--- config.mk ---
export PLATFORM = sky130hd
export DESIGN_NAME = writeback_arbiter
export DESIGN_NICKNAME = d
export VERILOG_FILES = /design/src/rtl/cpu_pkg.sv /design/src/rtl/wb_fifo.sv /design/src/rtl/writeback_arbiter.sv
export SDC_FILE = /design/constraint.sdc
export NUM_CORES = 1
export LEC_CHECK = 0
export ABC_CLOCK_PERIOD_IN_PS = 2200
export CAP_MARGIN = 20
export CORE_MARGIN = 1.5
export CORE_UTILIZATION = 43
export CTS_BUF_LIST = sky130_fd_sc_hd__clkbuf_4
export DETAILED_ROUTE_END_ITERATION = 8
export DONT_BUFFER_PORTS = 1
export SLEW_MARGIN = 10
export SYNTH_ARGS = -nofsm -noshare
export SYNTH_HDL_FRONTEND = slang
export SYNTH_SLANG_ARGS = --single-unit
--- constraint.sdc ---
create_clock -name clk -period 2.2 [get_ports clk]
set_clock_uncertainty 0.15 [all_clocks]
set_input_delay 0.33 -clock clk [delete_from_list [all_inputs] [get_ports clk]]
set_output_delay 0.33 -clock clk [all_outputs]
set_load 0.005 [all_outputs]
--- src/rtl/cpu_pkg.sv ---
// Shared CPU definitions: register file geometry and the write-back entry
// carried by the slow-result path.
package cpu_pkg;

    localparam int DW   = 16;
    localparam int AW   = 3;
    localparam int NREG = 2 ** AW;

    typedef struct packed {
        logic [AW-1:0] rd;
        logic [DW-1:0] data;
    } wb_entry_t;

endpackage

--- src/rtl/wb_fifo.sv ---
// Small FIFO of pending long-latency write-back entries.
// Callers see a combinational head, plus full and empty flags.
module wb_fifo
    import cpu_pkg::*;
#(
    parameter int DEPTH = 2
) (
    input  logic      clk,
    input  logic      rst,
    input  logic      push,
    input  wb_entry_t push_entry,
    input  logic      pop,
    output wb_entry_t head,
    output logic      full,
    output logic      empty
);

    localparam int PW = (DEPTH > 1) ? $clog2(DEPTH) : 1;
    localparam int CW = $clog2(DEPTH + 1);

    wb_entry_t       mem_q [DEPTH];
    wb_entry_t       mem_d [DEPTH];
    logic [PW-1:0]   wr_ptr_q, wr_ptr_d;
    logic [PW-1:0]   rd_ptr_q, rd_ptr_d;
    logic [CW-1:0]   count_q, count_d;
    logic            push_ok;
    logic            pop_ok;

    assign full  = (count_q == CW'(DEPTH));
    assign empty = (count_q == '0);
    assign head  = mem_q[rd_ptr_q];

    // Guard against misuse so the count can never wrap.
    assign push_ok = push && !full;
    assign pop_ok  = pop && !empty;

    // NOTE: every always_comb output gets a default first, so no path leaves it unassigned and no latch is inferred.
    always_comb begin
        mem_d    = mem_q;
        wr_ptr_d = wr_ptr_q;
        rd_ptr_d = rd_ptr_q;
        count_d  = count_q;
        if (push_ok) begin
            mem_d[wr_ptr_q] = push_entry;
            wr_ptr_d        = wr_ptr_q + PW'(1);
        end
        if (pop_ok) begin
            rd_ptr_d = rd_ptr_q + PW'(1);
        end
        case ({push_ok, pop_ok})
            2'b10:   count_d = count_q + CW'(1);
            2'b01:   count_d = count_q - CW'(1);
            default: count_d = count_q;
        endcase
    end

    // NOTE: the storage array has no reset; the count and pointers decide what is valid, so its contents after reset do not matter.
    always_ff @(posedge clk) begin
        mem_q <= mem_d;
    end

    // NOTE: sequential state uses non-blocking assignments so every flop samples values from before the edge.
    always_ff @(posedge clk or negedge rst) begin
        if (!rst) begin
            wr_ptr_q <= '0;
            rd_ptr_q <= '0;
            count_q  <= '0;
        end else begin
            wr_ptr_q <= wr_ptr_d;
            rd_ptr_q <= rd_ptr_d;
            count_q  <= count_d;
        end
    end

endmodule

--- src/rtl/writeback_arbiter.sv ---
// Owns the register-file write port. ALU results take priority; queued slow
// results fill the free slots. Also tracks outstanding long-latency destinations.
module writeback_arbiter
    import cpu_pkg::*;
#(
    parameter int DEPTH = 2
) (
    input  logic             clk,
    input  logic             rst,
    input  logic             alu_valid,
    input  logic [AW-1:0]    alu_rd,
    input  logic [DW-1:0]    alu_data,
    input  logic             mem_valid,
    input  logic [AW-1:0]    mem_rd,
    input  logic [DW-1:0]    mem_data,
    output logic             mem_ready,
    input  logic             issue_valid,
    input  logic             issue_long,
    input  logic [AW-1:0]    issue_rd,
    output logic [NREG-1:0]  busy,
    output logic             WE3,
    output logic [AW-1:0]    A3,
    output logic [DW-1:0]    WD3
);

    wb_entry_t        head;
    wb_entry_t        push_entry;
    logic             fifo_full;
    logic             fifo_empty;
    logic             alu_win;
    logic             push;
    logic             pop;

    logic             we3_q, we3_d;
    logic [AW-1:0]    a3_q, a3_d;
    logic [DW-1:0]    wd3_q, wd3_d;
    logic [NREG-1:0]  busy_q, busy_d;

    assign push_entry = '{rd: mem_rd, data: mem_data};

    wb_fifo #(
        .DEPTH (DEPTH)
    ) u_fifo (
        .clk        (clk),
        .rst        (rst),
        .push       (push),
        .push_entry (push_entry),
        .pop        (pop),
        .head       (head),
        .full       (fifo_full),
        .empty      (fifo_empty)
    );

    always_comb begin
        // A pop in the same cycle does not free a slot for the offered result.
        mem_ready = rst && !fifo_full;
        // Writes to r0 are dropped and leave the slot free for the FIFO.
        alu_win   = alu_valid && (alu_rd != '0);
        pop       = !alu_win && !fifo_empty;
        push      = mem_valid && mem_ready && (mem_rd != '0);

        we3_d = 1'b0;
        a3_d  = a3_q;
        wd3_d = wd3_q;
        if (alu_win) begin
            we3_d = 1'b1;
            a3_d  = alu_rd;
            wd3_d = alu_data;
        end else if (pop) begin
            we3_d = 1'b1;
            a3_d  = head.rd;
            wd3_d = head.data;
        end

        busy_d = busy_q;
        for (int i = 1; i < NREG; i++) begin
            if (pop && (head.rd == AW'(i))) begin
                busy_d[i] = 1'b0;
            end
            // A newly issued long instruction owns the register, so set wins over clear.
            if (issue_valid && issue_long && (issue_rd == AW'(i))) begin
                busy_d[i] = 1'b1;
            end
        end
        busy_d[0] = 1'b0;
    end

    always_ff @(posedge clk or negedge rst) begin
        if (!rst) begin
            we3_q  <= 1'b0;
            a3_q   <= '0;
            wd3_q  <= '0;
            busy_q <= '0;
        end else begin
            we3_q  <= we3_d;
            a3_q   <= a3_d;
            wd3_q  <= wd3_d;
            busy_q <= busy_d;
        end
    end

    assign WE3  = we3_q;
    assign A3   = a3_q;
    assign WD3  = wd3_q;
    assign busy = busy_q;

endmodule

==> results of run 1 <==
## final cells by class
class                           count  area, um^2  area share
Multi-Input combinational cell    144         920       0.253
Tap cell                           77        96.3      0.0265
Inverter                            7        26.3     0.00722
Clock inverter                      7        42.5      0.0117
Clock buffer                        9        67.6      0.0186
Timing Repair Buffer               59         571       0.157
Sequential cell                    69        1920       0.527
## per-layer routing
metal / routed length [um] / track usage / vias up / part of all wire
li1: - / - / 979 / -
met1: 2630 / 0.217 / 985 / 0.42
met2: 3260 / 0.331 / 47 / 0.52
met3: 280 / 0.0481 / 11 / 0.044
met4: 120 / 0.0792 / 0 / 0.019
met5: 0 / 0 / - / 0
## sequential cells by signal (all words and copies together), names as in the netlist
| register | cells |
|---|---|
| u_fifo.mem_q | 38 |
| WD3 | 16 |
| busy | 7 |
| A3 | 3 |
| u_fifo.count_q | 2 |
| WE3 | 1 |
| u_fifo.rd_ptr_q | 1 |
| u_fifo.wr_ptr_q | 1 |
## worst max path at each step
stage | end | slack, ns | cells after the start
final | busy[3] | 0.12 | 4
after global routing | A3[2] | 0.01 | 4
after CTS | busy[3] | 0.03 | 4
after detailed placement | u_fifo.count_q[1] | 0.42 | 5
after global placement | u_fifo.count_q[1] | 0.44 | 5
after floorplan | u_fifo.mem_q[0] | 0.08 | 3
## report_power, final
part	switching, uW	total [uW]	internal [uW]
Sequential	252	1930	1670
Combinational	633	1180	548
Clock	453	675	222
Total	1340	3780	2440
## cell families (layout without fill, tap and decap cells)
group,after synthesis,count (layout),synth area share
other cells,1,1,0.00128
buf+inv,22,82,0.0359
mux,1,1,0.00342
flops,69,69,0.654
compound gates,57,57,0.151
simple gates,79,79,0.135
xor+xnor,5,5,0.0149
fa+ha+maj,1,1,0.00427
## repair_timing
item                                   in CTS  in global routing
endpoints found under the hold margin      90                  0
hold buffers                               47                  0
setup endpoints to repair                   0                  3
gates resized for setup                     0                  2
## worst register-to-register path: stages (launching register included)
cell,delay (ns)
sky130_fd_sc_hd__dfrtp_1,0.53
sky130_fd_sc_hd__mux2i_2,0.42
sky130_fd_sc_hd__o2111ai_1,0.18
sky130_fd_sc_hd__o2bb2ai_1,0.16
sky130_fd_sc_hd__dlygate4sd3_1,0.56
## metrics by stage
stage / hold slack (ns) / area (um^2) / power (uW) / worst slack, ns / utilization
CTS: 0.0101 / 3640 / 3810 / 0.0294 / 0.563
floorplan: -0.116 / 2930 / 2720 / 0.0778 / -
finish: 0.0212 / 3640 / 3780 / 0.116 / 0.564
global route: 0.0271 / 3640 / 4050 / 0.0122 / 0.564
global placement: -0.114 / 3050 / 3000 / 0.437 / 0.472
detailed placement: -0.114 / 3050 / 3020 / 0.418 / 0.472
## layout by cell type, fill, tap and decap left out, types with 3 or more instances in the layout
master                          Yosys  layout
sky130_fd_sc_hd__clkbuf_4           0       9
sky130_fd_sc_hd__dlygate4sd3_1      0      46
sky130_fd_sc_hd__and2b_1            6       6
sky130_fd_sc_hd__clkinvlp_4         0       3
sky130_fd_sc_hd__dfrtp_1           31      30
sky130_fd_sc_hd__a211oi_1          17      17
sky130_fd_sc_hd__edfxtp_1          38      38
sky130_fd_sc_hd__a211o_1            3       3
sky130_fd_sc_hd__clkinv_1           0       3
sky130_fd_sc_hd__xnor2_1            4       4
sky130_fd_sc_hd__inv_1              7       7
sky130_fd_sc_hd__nor3_1             3       3
sky130_fd_sc_hd__nor3b_1            3       3
sky130_fd_sc_hd__nor2b_1           11      11
sky130_fd_sc_hd__nor2_2             0       3
sky130_fd_sc_hd__buf_4              2      12
sky130_fd_sc_hd__nor2_1            24      21
sky130_fd_sc_hd__nand2_1           20      20
sky130_fd_sc_hd__o31ai_1           18      18
==> run summary, run 1 <==
Excluding fillers, the count of instances in the completed layout stands at 372. Setup repair after global routing left no endpoint under its margin. The logs give 2930 um^2 for the synthesized cell area and 4010 um for the detailed placer's ending HPWL. In this run the power density over the cells is 1040 nW/um^2. The growth of design area from synthesis to finish came out at 24.3%. TritonCTS built the clock tree.

Setup violations remaining at the end of the flow were counted as 0. Synthesis produced a netlist with a net count of 283. The overall track demand over capacity in global routing was 0.188. The synthesized area per cell is 12.5 um^2. The worst-case IR drop observed on VDD is 516 uV.

The peak fanout along the critical path was 11. The repair_antennas step left the layout with diodes totalling 0. The initial core utilization is 0.454, and the area share of the leading cell type in the synthesized netlist is 0.389.

Measured in cells, the most critical reg-to-reg path has a length of 4. The synthesized design contains 69 register bits. Kind of cell adding the most delay to the critical path: buffers and inverters. The number of placed instances, taps included, is 309.

The total wirelength of the detailed-routed design came out at 6300 um. The run finished, with violations left. After routing, the total negative slack on setup checks comes to 0 ns. In this run the standard cell core region covers 6460 um^2. The run gives 0.654 as the sequential share of the synthesized area. The die is 85.6 um tall. Traced cell by cell, the critical path runs through mux2i_2, o2111ai_1, o2bb2ai_1, dlygate4sd3_1.

The clock period could shrink to 2.08 ns. Post-route clock period utilization: 0.947. The fraction of layout cells with a size suffix above 1 works out to 0.112.

The layout has 577 filler cells. The detailed router finished its first iteration with 133 violations. The number of global-route vias before repair is 2192, and the CTS sink count is 69.

The tool flagged a number of max-cap violations equal to 0. CTS placed an instance of sky130_fd_sc_hd__clkbuf_4 at the clock tree root. The area of the die is 7320 um^2, and the largest stage delay on the critical path is 0.56 ns. Entering global routing, the biggest net connects 32 pins. For this run, the number of Yosys warnings is 0. In this run the remaining antenna-violating nets after routing total 0.

The run gives 6 as the first-pass detailed-route iteration total. The die is 85.6 um wide. The depth of the worst hold-timing path was 3.

The number of buffers inserted during clock tree synthesis is 9. The maximum count of clock buffers along a single path was 2. The count of buffers added on input and output ports is 0.

The most frequently used flop master after synthesis was sky130_fd_sc_hd__edfxtp_1. The detail-routed via count per cell was 5.44. The checks that failed: design-rule violations. The kind of critical path was reg -> reg.

CTS built an H-tree with a depth of 3. The run gives 0 as the remaining global-route overflow. The congestion estimate from routability-driven global placement came to 0.754. The launch instance of the worst register-to-register path is u_fifo.rd_ptr_q. The biggest area contributor in the post-synthesis netlist is sky130_fd_sc_hd__edfxtp_1. For the initial antenna violation count, the log shows 0. The nature of the critical path startpoint was a flop. Number of design rule violations left after detail routing: 3.

For flop-to-flop paths, the worst setup slack is 0.12 ns. The run gives 0 as the final number of hold-violating endpoints. The endpoint with the worst hold slack was busy[4]. After synthesis, the netlist uses 44 different library cells. At the end of the flow, the number of nets in the layout was 338.

The total count of max-transition violations in the final report is 0, and the clock transition at the register clock pins on the worst setup and hold paths after CTS is 0.12 ns. The first global-routing pass estimated 10300 um of wire. By count the netlist is led by sky130_fd_sc_hd__edfxtp_1 (38), sky130_fd_sc_hd__dfrtp_1 (31), sky130_fd_sc_hd__nor2_1 (24).

The routed layout has 2022 vias. Derived from the worst setup path, the maximum achievable clock frequency is 480 MHz. Summed over all cells, the static leakage comes to 0.00138 uW.

In the synthesized netlist, the number of instances is 235. The average wire per cell in the routed design came out at 16.9 um. Sort of element at the end of the critical path: a flop. Post-CTS timing repair inserted 0 buffers for setup. The post-synthesis async set-or-reset flop share is 0.449.

Worst min-delay path class: in -> reg. The latest clock arrival within the worst-skew pair came out at 0.40 ns. The run gives 76 as the count of boundary I/O pins. The total number of placement rows is 29. The critical path starts at u_fifo.rd_ptr_q. The number of buffer and inverter instances along the worst setup path was 1. Counting flops with a built-in enable in the synthesized netlist gives 38. Ranked by total cell area, the synthesized netlist is headed by sky130_fd_sc_hd__edfxtp_1 (39%), sky130_fd_sc_hd__dfrtp_1 (26%), sky130_fd_sc_hd__o31ai_1 (4.6%). In the post-synthesis netlist, the cell with the most instances is sky130_fd_sc_hd__edfxtp_1. The worst hold path begins at issue_rd[0].

The slowest stage of the critical path is the sky130_fd_sc_hd__dlygate4sd3_1 cell. The tools report the required time of the critical path as 2.35 ns. The tools report the arrival time at the worst endpoint as 2.24 ns. The tools report the endpoint of the most critical register-to-register path as busy[3].
Power figures use the tool's default switching activity.
==> run 2: changes to the inputs <==
Settings changed: CORE_MARGIN 1.5 to not set, CTS_BUF_LIST sky130_fd_sc_hd__clkbuf_4 to sky130_fd_sc_hd__clkbuf_8, SETUP_SLACK_MARGIN set to 0.4.
==> run summary, run 2 (same netlist as run 1, synthesis figures left out) <==
The flow ran to the end, but the final reports show violations. The checks that failed: design-rule violations. The number of design rule violations left after detail routing was 6 (+3). The commonest non-fill, non-tap cell in the layout was sky130_fd_sc_hd__dlygate4sd3_1. The logs give 0.579 (+0.0155) for the post-layout utilization of the core and 0 (unchanged) for the total setup violations reported at the end of the flow. The port buffer count came out at 0 (unchanged).

The highest layer touched by signal routing is met4. The total wirelength of the detailed-routed design was 6290 um (-0.17%). The average wire per cell in the routed design came out at 17.0 um (+0.36%). Counting flops per register, the top entry is u_fifo.mem_q. The worst max-slew margin expressed relative to the limit was 0.624. The number of maximum-capacitance constraint violations was 0 (unchanged). The tools report the upper clock frequency limit as 614 MHz (+28%).

The remaining global-route overflow was 0 (unchanged). TritonCTS built the clock tree. The tools report the met1 routed wirelength after detailed routing as 2570 um (-2.5%). For the total number of placement rows, the log shows 29 (unchanged).

The peak fanout along the critical path is 19 (+8), and the wire length on met2 is 3320 um (+1.7%). The run gives 0.00144 uW (+4.5%) as the leakage component of the power. The required time of the critical path came out at 2.02 ns (-0.33 ns). Setup repair after global routing left no endpoint under its margin. Traced cell by cell, the critical path runs through inv_1, o2111ai_2, nor2_4. Total count of max-transition violations in the final report: 0 (unchanged). The tools report the count of boundary I/O pins as 76 (unchanged). The tools report the global-route wire length before repair as 10300 um (-0.20%). The area of the die came out at 7150 um^2 (-2.3%). The final number of hold-violating endpoints was 0 (unchanged); the filler cell count in the final layout was 556 (-3.6%). The initial core utilization is 0.454 (unchanged), and the detail-routed via count per cell is 5.32 (-2.1%). The largest stage delay on the critical path was 0.47 ns (-0.09 ns). STA classifies the critical path endpoint as a flop.

For the pin with the worst max-slew slack, the measured transition is 0.563 ns. The logs give 6 (unchanged) for the first-pass detailed-route iteration total and 0.751 (-0.42%) for the final estimated routing congestion in global placement. The CTS sink count was 69 (unchanged); the number of diodes added for antenna fixing was 0 (unchanged).

The tools report the number of buffers inserted during clock tree synthesis as 9 (unchanged). The number of global-route vias before repair is 2041 (-6.9%), and the flip-flop count of the largest register after layout is 38 (unchanged). The initial antenna violation count was 0 (unchanged); the overall via count from detail_route was 1969 (-2.6%). The worst setup path is launched from a flop. The net count reported at finish is 336 (-0.59%). Arrival time at the worst endpoint: 1.45 ns (-0.79 ns). The clock period minus worst slack is 1.63 ns (-0.456 ns), and the maximum count of clock buffers along a single path is 2 (unchanged).

The logs give 4110 um (+2.6%) for the detailed placer's ending HPWL and 666 uV (+29%) for the peak supply drop. The tightest min-delay check is of the in -> reg type. Growth of design area from synthesis to finish: 27.7%. The logs give 6460 um^2 (unchanged) for the area of the core region and 0 (unchanged) for the post-detailed-route count of antenna-violating nets. Violation count after the first detailed-route iteration: 76 (-43%). The number of placed instances, taps included was 310 (+0.32%). The overall track demand over capacity in global routing came out at 0.193 (+0.00541).

By startpoint and endpoint, the worst setup path is classified as reg -> reg. Fraction of layout cells with a size suffix above 1: 0.119 (+0.00759). The die height is 84.6 um (-1.2%). The number of H-tree levels is 3 (unchanged), and the total power per unit cell area is 1130 nW/um^2 (+8.9%).

The met3 wire length was 339 um (+21%); the count of non-filler cells in the finished layout was 370 (-0.54%). The root buffer cell chosen for the clock tree is sky130_fd_sc_hd__clkbuf_8. Slowest cell on the critical path: sky130_fd_sc_hd__nor2_4. The clock transition at the register clock pins on the worst setup and hold paths after CTS is 0.07 ns (-0.05 ns). The maximum number of pins on one net before global-route repair is 32 (unchanged). The post-route clock period utilization works out to 0.740 (-0.207). The setup TNS was 0 ns (unchanged).

The width of the die was 84.6 um (-1.2%). The library cells used most frequently in the layout, excluding fill and tap cells, are sky130_fd_sc_hd__dlygate4sd3_1 (43), sky130_fd_sc_hd__edfxtp_1 (38), sky130_fd_sc_hd__dfrtp_1 (30). The latest clock arrival within the worst-skew pair was 0.33 ns (-0.07 ns); the post-CTS setup-driven buffer insertion count was 0 (unchanged).
run 2: cell count changes in the layout (fill, tap and decap cells not counted), sizes merged, moves of 2 or more:
| cell | before | now |
|---|---|---|
| inv | 7 | 10 |
| clkinvlp | 3 | 0 |
| clkinv | 4 | 1 |
| dlygate4sd3 | 46 | 43 |
| bufinv | 0 | 2 |
run 2: timing repair:
action                                  in CTS  in global routing
pin swaps                                    0                  0
hold buffers                                44                  0
endpoints found under the setup margin      20                  6
endpoints found under the hold margin       89                  0
gates resized for setup                      2                  3
run 2: where the power goes:
| group | total [uW] | switching (uW) | internal (uW) |
|---|---|---|---|
| logic | 1220 | 657 | 560 |
| clock network | 1100 | 445 | 659 |
| registers | 1910 | 233 | 1680 |
run 2: area by class of cell:
type / instances / area, um^2 / area share
sequential: 69 / 1920 / 0.513
clock buffer: 10 / 138 / 0.0368
tap: 77 / 96.3 / 0.0258
multi-input combinational: 144 / 931 / 0.249
inverter: 7 / 26.3 / 0.00702
timing repair buffer: 57 / 552 / 0.147
clock inverter: 6 / 80.1 / 0.0214
run 2: worst paths after layout:
check	startpoint	endpoint	slack, ns	cells past startpoint
min in group asynchronous	rst	A3[0]	0.30	2
min reg2reg	busy[3]	busy[3]	0.37	1
max reg2reg	u_fifo.count_q[1]	u_fifo.mem_q[10]	0.57	3
max	u_fifo.count_q[1]	u_fifo.mem_q[10]	0.57	3
min	issue_rd[1]	busy[6]	0.06	2
max in group asynchronous	rst	u_fifo.rd_ptr_q	1.43	2
run 2: per-layer routing:
layer,vias up,GRT usage
met5,-,0
met4,0,0.0524
met3,6,0.0787
met2,51,0.339
met1,944,0.217
li1,968,-
run 2: worst max-delay path, delay by kind of cell (launching register included):
family / cells / cell delay, ns
AO/OA/AOI/OAI: 1 / 0.17
AND/OR/NAND/NOR: 1 / 0.47
buffers and inverters: 1 / 0.08
flip-flops: 1 / 0.38
run 2: per-stage QoR:
step                setup WS [ns]  hold WS (ns)  area, um^2  power, uW
floorplan                   0.345        -0.116        2940       2730
global placement            0.259        -0.114        3050       3040
detailed placement          0.236        -0.114        3050       3060
CTS                         0.453        0.0379        3730       4270
global route                0.442        0.0573        3740       4520
finish                      0.572        0.0583        3740       4230
